===== src/rtl/spi_arbiter.sv =====
// spi_arbiter: round-robin share of one spi_master; clients req/gnt/rsp_*, per-client cfg_*, master m_*, slave selects cs_n
module spi_arbiter #(
  parameter int NUM_REQ       = 4,
  parameter int DATA_WIDTH    = 8,
  parameter int CLK_CNT_WIDTH = 16,
  parameter int TIMEOUT_WIDTH = 16
) (
  input  logic                          clk,
  input  logic                          rst,
  input  logic [NUM_REQ-1:0]            req,
  input  logic [NUM_REQ*DATA_WIDTH-1:0] req_data,
  output logic [NUM_REQ-1:0]            gnt,
  output logic [NUM_REQ-1:0]            rsp_valid,
  output logic [DATA_WIDTH-1:0]         rsp_data,
  output logic                          rsp_timeout,
  output logic                          busy,
  input  logic                          cfg_we,
  input  logic [$clog2(NUM_REQ)-1:0]    cfg_idx,
  input  logic [CLK_CNT_WIDTH-1:0]      cfg_sclk_div,
  input  logic [1:0]                    cfg_mode,
  input  logic [TIMEOUT_WIDTH-1:0]      timeout_limit,
  output logic                          m_latch,
  output logic [DATA_WIDTH-1:0]         m_data_in,
  output logic [CLK_CNT_WIDTH-1:0]      m_sclk_div,
  output logic [1:0]                    m_mode,
  input  logic                          m_idle,
  input  logic [DATA_WIDTH-1:0]         m_data_out,
  input  logic                          m_cs,
  output logic [NUM_REQ-1:0]            cs_n
);
  localparam int IW = $clog2(NUM_REQ);
  localparam logic [NUM_REQ-1:0] ONE = NUM_REQ'(1);
  typedef enum logic [2:0] {DRAIN, IDLE, SETUP, LATCH, WAIT_START, WAIT_DONE, RESP} state_t;
  state_t state, state_nx;
  logic idle_m, idle_s, to_q, adv, tmo, any;
  logic [IW-1:0] sel, ptr, win, idx;
  logic [NUM_REQ-1:0] sel_oh;
  logic [TIMEOUT_WIDTH-1:0] cnt;
  logic [CLK_CNT_WIDTH-1:0] div_q [NUM_REQ];
  logic [1:0] mode_q [NUM_REQ];

  always_comb begin
    win = '0;
    idx = '0;
    any = 1'b0;
    for (int k = 0; k < NUM_REQ; k++) begin
      idx = IW'((int'(ptr) + k) % NUM_REQ);
      if (!any && req[idx]) begin
        win = idx;
        any = 1'b1;
      end
    end
  end

  always_comb begin
    adv = (state == WAIT_START && !idle_s) || (state == WAIT_DONE && idle_s);
    tmo = (state == WAIT_START || state == WAIT_DONE) && !adv && timeout_limit != '0 && cnt == timeout_limit;
    state_nx = state;
    case (state)
      DRAIN:      state_nx = idle_s ? IDLE : DRAIN;
      IDLE:       state_nx = any ? SETUP : IDLE;
      SETUP:      state_nx = LATCH;
      LATCH:      state_nx = WAIT_START;
      WAIT_START: state_nx = adv ? WAIT_DONE : tmo ? RESP : WAIT_START;
      WAIT_DONE:  state_nx = (adv || tmo) ? RESP : WAIT_DONE;
      default:    state_nx = to_q ? DRAIN : IDLE;
    endcase
  end

  assign sel_oh      = ONE << sel;
  assign gnt         = state == SETUP ? sel_oh : '0;
  assign rsp_valid   = state == RESP ? sel_oh : '0;
  assign rsp_timeout = state == RESP && to_q;
  assign busy        = state != IDLE;
  assign m_latch     = state == LATCH;
  assign cs_n        = (state == LATCH || state == WAIT_START || state == WAIT_DONE) ? ~sel_oh | {NUM_REQ{m_cs}} : '1;

  always_ff @(posedge clk or posedge rst) begin
    if (rst) begin
      state      <= DRAIN;
      idle_m     <= 1'b0;
      idle_s     <= 1'b0;
      to_q       <= 1'b0;
      sel        <= '0;
      ptr        <= '0;
      cnt        <= '0;
      rsp_data   <= '0;
      m_data_in  <= '0;
      m_sclk_div <= CLK_CNT_WIDTH'(2);
      m_mode     <= '0;
      for (int i = 0; i < NUM_REQ; i++) begin
        div_q[i]  <= CLK_CNT_WIDTH'(2);
        mode_q[i] <= '0;
      end
    end else begin
      state  <= state_nx;
      idle_m <= m_idle;
      idle_s <= idle_m;
      cnt    <= state_nx != state ? '0 : cnt + 1'b1;
      if (cfg_we) begin
        div_q[cfg_idx]  <= cfg_sclk_div;
        mode_q[cfg_idx] <= cfg_mode;
      end
      if (state == IDLE) sel <= win;
      if (state == SETUP) begin
        m_data_in  <= req_data[sel*DATA_WIDTH +: DATA_WIDTH];
        m_sclk_div <= div_q[sel];
        m_mode     <= mode_q[sel];
        ptr        <= sel == IW'(NUM_REQ-1) ? '0 : sel + 1'b1;
        to_q       <= 1'b0;
      end
      if (state == WAIT_DONE && idle_s) rsp_data <= m_data_out;
      if (tmo) begin
        rsp_data <= '0;
        to_q     <= 1'b1;
      end
    end
  end
endmodule


===== config.mk =====
export PLATFORM = sky130hd
export DESIGN_NAME = spi_arbiter
export DESIGN_NICKNAME = d
export VERILOG_FILES = /design/src/rtl/spi_arbiter.sv
export SDC_FILE = /design/constraint.sdc
export NUM_CORES = 1
export LEC_CHECK = 0
export ABC_AREA = 1
export CORE_ASPECT_RATIO = 1.1
export CORE_MARGIN = 10
export CORE_UTILIZATION = 52
export CTS_CLUSTER_SIZE = 20
export DETAILED_ROUTE_END_ITERATION = 8
export GPL_ROUTABILITY_DRIVEN = 1
export PLACE_DENSITY = 0.84
export SLEW_MARGIN = 10
export SYNTH_ARGS = -nofsm -noshare
export SYNTH_HDL_FRONTEND = slang
export SYNTH_SLANG_ARGS = --single-unit

===== constraint.sdc =====
create_clock -name clk -period 5.4 [get_ports clk]
set_input_delay 0.81 -clock clk [delete_from_list [all_inputs] [get_ports clk]]
set_output_delay 0.81 -clock clk [all_outputs]
set_load 0.03 [all_outputs]

After elaboration in Yosys (flattened, before gate mapping)
Index checks and enable logic that the tools add are counted.
Storage, ports and cells
  register bits after elaboration: 132
  word-level logic and storage cells: 115
  input port bits: 85
  output and inout bits: 49
Cells by class
  add/subtract/negate cells: 5
  shifts and indexed selects: 2
  bitwise operators: 4
  order comparisons: 7
  mux-type cells: 44
  equal/unequal tests: 10
  reduce and logical (&&, ||, !) cells: 24
Operators with widths (count)
  bitwise mux 64 bit: 1
  two-way mux 16 bit: 4
  binary-select mux 16 bit (select 2 bit): 1
  demux 16 bit (select 2 bit): 1
  variable part select 32 x 6 -> 8 bit: 1
  two-way mux 2 bit: 12
  one-hot mux 3 bit (6 select lines): 1
  adder 16 x 1 -> 16 bit (second input constant): 1
  == test 16 bit: 1
  two-way mux 8 bit: 2
  nonzero test 16 bit: 1
  < comparator 2 x 3 -> 1 bit (second input constant): 4
  two-way mux 1 bit: 12
  two-way mux 4 bit: 3
  logical AND 1 bit: 10
  == test 3 bit (second input constant): 3
  binary-select mux 1 bit (select 2 bit): 4
  bitwise mux 8 bit: 1
  == test 3 x 2 -> 1 bit (second input constant): 2
  greater-or-equal comparator 3 bit (second input constant): 2
  inverter 2 -> 3 bit: 2
  logical NOT 1 bit: 5
  logical OR 1 bit: 5
  adder 2 x 1 -> 2 bit (second input constant): 2
  13 further kinds: 15

Depth between registers and ports, before layout
  depth after elaboration: 16
  mapped depth: 16
  gate-level depth less buffers: 15

Worst setup path after synthesis
OpenSTA, ideal clock, no wires.
  kind: reg-to-output
  start: register state[2]
  end: output port cs_n[0]
  stages on the path, launching flop included: 6
  path buffers: 1
  data required time: 4.590 ns
  data arrival time: 1.789 ns
  path slack: 2.801 ns
  path through: dfrtp_1 > buf_4 > nor3_1 > nor2_1 > nor2_1 > nand2_1
Between the ends
  longest elaborated chain between the ends: 4
  elaborated cells on any way between the ends: 6
  those cells by class: eq/ne (3); mux (1); reduce/logical (2)
RTL lines
  start, declared: RTL line 34  | state_t state, state_nx;
  start signal, assigned: RTL line 96  | state <= state_nx;
  == test 3 x 2 -> 1 bit
  named net m_latch: RTL line 22  | output logic m_latch,
  logical OR 1 bit (2 in a row): RTL line 76  | assign cs_n = (state == LATCH || state == WAIT_START || state == WAIT_DONE) ? ~sel_oh | {NUM_REQ{m_cs}} : '1;
  two-way mux 4 bit: RTL line 76
  end, declared: RTL line 29  | output logic [NUM_REQ-1:0] cs_n
The timed path passes the listed nets, and every way through them passes these cells.

Final worst setup path
  start: register sel[1]
  end: output port cs_n[0]
Between the ends
  longest elaborated chain between the ends: 4
RTL lines
  start, declared: RTL line 36  | logic [IW-1:0] sel, ptr, win, idx;
  start signal, assigned: RTL line 104  | if (state == IDLE) sel <= win;
  left shift 1 x 2 -> 4 bit: RTL line 70  | assign sel_oh = ONE << sel;
  inverter 4 bit: RTL line 76
  bitwise OR 4 bit: RTL line 76
  two-way mux 4 bit: RTL line 76
Every way passes these cells.

==> results.sh <==
export IMPL_overflow=0
export IMPL_cts_resized=0
export IMPL_routed_via_density=5.305
export IMPL_layout_nets=1088
export IMPL_drive_gt1_frac=0.08605
export IMPL_fillers=1019
export IMPL_synth_avg_cell_area_um2=7.687
export IMPL_synth_cells=876
export IMPL_port_buffer_count=133
export IMPL_status="finished clean"
export IMPL_hold_viol_final=0
export IMPL_cts_buffer_depth=2
export IMPL_crit_type="register to output pin"
export IMPL_rows=43
export IMPL_period_share=0.6756
export IMPL_r2r_start="sel[1]$_DFFE_PP0P_"
export IMPL_ir_drop_mv=0.3533
export IMPL_drt_wl_total_um=18020
export IMPL_holdPathStages=0
export IMPL_grt_pass1_wl_um=29370
export IMPL_seqCellArea_um2=3311
export IMPL_crit_fanout=28
export IMPL_die_h_um=139.4
export IMPL_ant_nets=0
export IMPL_drv_slew=0
export IMPL_setup_viol=0
export IMPL_synth_seq_area_share=0.4915
export IMPL_htree_levels=4
export IMPL_clk_pin_slew_ns=0.06
export IMPL_fin_setup_tns_ns=0
export IMPL_firstDrtPassIters=5
export IMPL_routabilityCongestion=0.9320
export IMPL_die_area_um2=17910
export IMPL_vias=6196
export IMPL_grt_usage=0.1997
export IMPL_min_path_type="register to register"
export IMPL_ys_seq_elements=132
export IMPL_maxCapViolCount=0
export IMPL_antenna_found_initial=0
export IMPL_power_static_leakage_nw=4.040
export IMPL_syn_nets=966
export IMPL_drt_iter0_markers=408
export IMPL_clock_sinks=132
export IMPL_power_mw=4.484
export IMPL_skew_ns=0.009471
export IMPL_cts_root_buf="clkbuf_16"
export IMPL_netlist_area_um2=6734
export IMPL_hold_end="idle_s$_DFF_PP0_"
export IMPL_min_from="idle_m$_DFF_PP0_"
export IMPL_dieWidth_um=128.5
export IMPL_grt_setup_unrepaired="false"
export IMPL_cts_tree="yes"
export IMPL_antenna_cells=0
export IMPL_cts_setup_buffers=0
export IMPL_ys_types=36
export IMPL_worst_pin_slew_ns=0.9549
export IMPL_worst_ep_required_time_ns=4.59
export IMPL_worst_r2r_endpoint="ptr[1]$_DFFE_PP0P_"
export IMPL_cp_end_kind="output pin"
export IMPL_wl_per_cell_um=15.43
export IMPL_grt_max_degree=58
export IMPL_cp_start_kind="register"
export IMPL_hpwl_um=12200
export IMPL_ys_warn_count=0
export IMPL_postCtsHoldBufs=0
export IMPL_crit_start="sel[1]$_DFFE_PP0P_"
export IMPL_worstRegToRegCells=4
export IMPL_grt_pass1_vias=6134
export IMPL_multiInputGateArea_um2=2928
export IMPL_clk_latency_ns=0.42
export IMPL_core_area_um2=12640
export IMPL_power_density_nw_per_um2=510.2
export IMPL_numCtsBuffers=17
export IMPL_io_pins=134
export IMPL_r2r_slack_ns=3.34
export IMPL_fmax_mhz=274.1
export IMPL_syn2layout_area_growth_pct=30.51
export IMPL_worst_endpoint_arrival_ns=2.84
export IMPL_drc_errors=0
export IMPL_relSlewSlack=0.3595
export IMPL_period_minus_slack_ns=3.648
export IMPL_start_util=0.5326
state kept, by name, indices dropped and copies added, names as in the netlist:
name        cells
cnt            16
rsp_data        8
sel             2
ptr             2
state           3
idle_s          1
m_sclk_div     16
div_q          64
idle_m          1
to_q            1
mode_q          8
m_data_in       8
m_mode          2
cell usage in the layout, fill, tap and decap left out, types with 2 or more instances in the layout:
master	instances
nor3_1	2
bufinv_16	4
nand3_2	4
clkinv_4	4
nor2_2	12
nor2_4	2
nor2_1	178
inv_2	9
clkbuf_16	17
inv_1	71
a31oi_1	26
nor3_4	2
xnor2_1	3
clkinv_1	4
nand3_1	25
clkinv_2	2
nand2_2	9
ha_1	5
nand4_1	6
a21oi_1	4
clkbuf_1	2
buf_4	9
clkinvlp_4	2
dfrtp_1	126
clkdlybuf4s50_1	133
inv_4	2
o21ai_0	130
nand2_1	184
dfstp_2	5
xor2_1	12
a32o_1	8
synth_stat cells (all sizes together):
cell type / number / area share
dfstp: 5 / 0.020
xor2: 12 / 0.016
ha: 5 / 0.0093
o21ai: 130 / 0.097
nor4: 1 / 0.00093
buf: 8 / 0.0080
nand3: 30 / 0.027
a21oi: 4 / 0.0030
nand2: 193 / 0.11
and2: 1 / 0.00093
and3: 1 / 0.00093
clkinv: 4 / 0.0022
dfrtp: 127 / 0.47
a31oi: 26 / 0.024
nor3: 5 / 0.0078
clkbuf: 31 / 0.017
inv: 82 / 0.046
o311ai: 1 / 0.0013
xnor2: 3 / 0.0039
nand4: 6 / 0.0056
nor2: 192 / 0.11
o211ai: 1 / 0.0011
a32o: 8 / 0.012
cells by family after synthesis:
group,synth area share
AND/OR/NAND/NOR,0.2679
AO/OA/AOI/OAI,0.1381
flip-flops,0.4915
buffers and inverters,0.07376
adder cells (fa/ha/maj),0.009290
XOR/XNOR,0.01951
cell type report:
class | instances | share of cell area
Clock buffer | 20 | 0.05083
Timing Repair Buffer | 142 | 0.1592
Inverter | 86 | 0.03730
Multi-Input combinational cell | 619 | 0.3331
Tap cell | 157 | 0.02235
Clock inverter | 12 | 0.02050
Sequential cell | 132 | 0.3767
how the worst max path moves through the flow:
stage / slack, ns / depth (start not counted) / endpoint
2_1_floorplan: 1.07 / 1 / cnt[0]$_DFF_PP0_
3_3_place_gp: 2.23 / 4 / cs_n[1]
3_5_place_dp: 2.17 / 4 / cs_n[0]
4_1_cts: 1.73 / 4 / cs_n[0]
5_1_grt: 1.62 / 5 / gnt[0]
6_report: 1.75 / 4 / cs_n[0]
power by group:
group          switching (mW)  internal, mW
Sequential              0.171          1.24
Combinational            1.18         0.674
Clock                   0.429         0.785
critical path: stages, from the launching register on:
cell and delay, ns:
dfrtp_1 0.36, clkinv_1 0.75, ha_1 0.56, nand2_1 0.08, clkdlybuf4s50_1 0.67
stage by stage:
stage	std cells	area [µm²]	hold WS, ns	utilization	setup WS (ns)
CTS	1168	8788	0.3520	0.6951	1.730
detailed placement	1136	8162	0.3358	0.6455	2.171
global route	1168	8788	0.3593	0.6951	1.622
global placement	1136	8162	0.3315	0.6455	2.231
finish	1168	8788	0.3482	0.6951	1.752
floorplan	876	6734	0.3312	-	1.072
routing by layer:
| metal | up-vias | wire length (µm) | track usage |
|---|---|---|---|
| li1 | 3048 | - | - |
| met1 | 2929 | 7655 | 0.2446 |
| met2 | 185 | 8885 | 0.3276 |
| met3 | 34 | 1057 | 0.04521 |
| met4 | 0 | 422 | 0.08680 |
| met5 | - | 0 | 0 |
No activity file was read; power rests on OpenSTA's default activity.
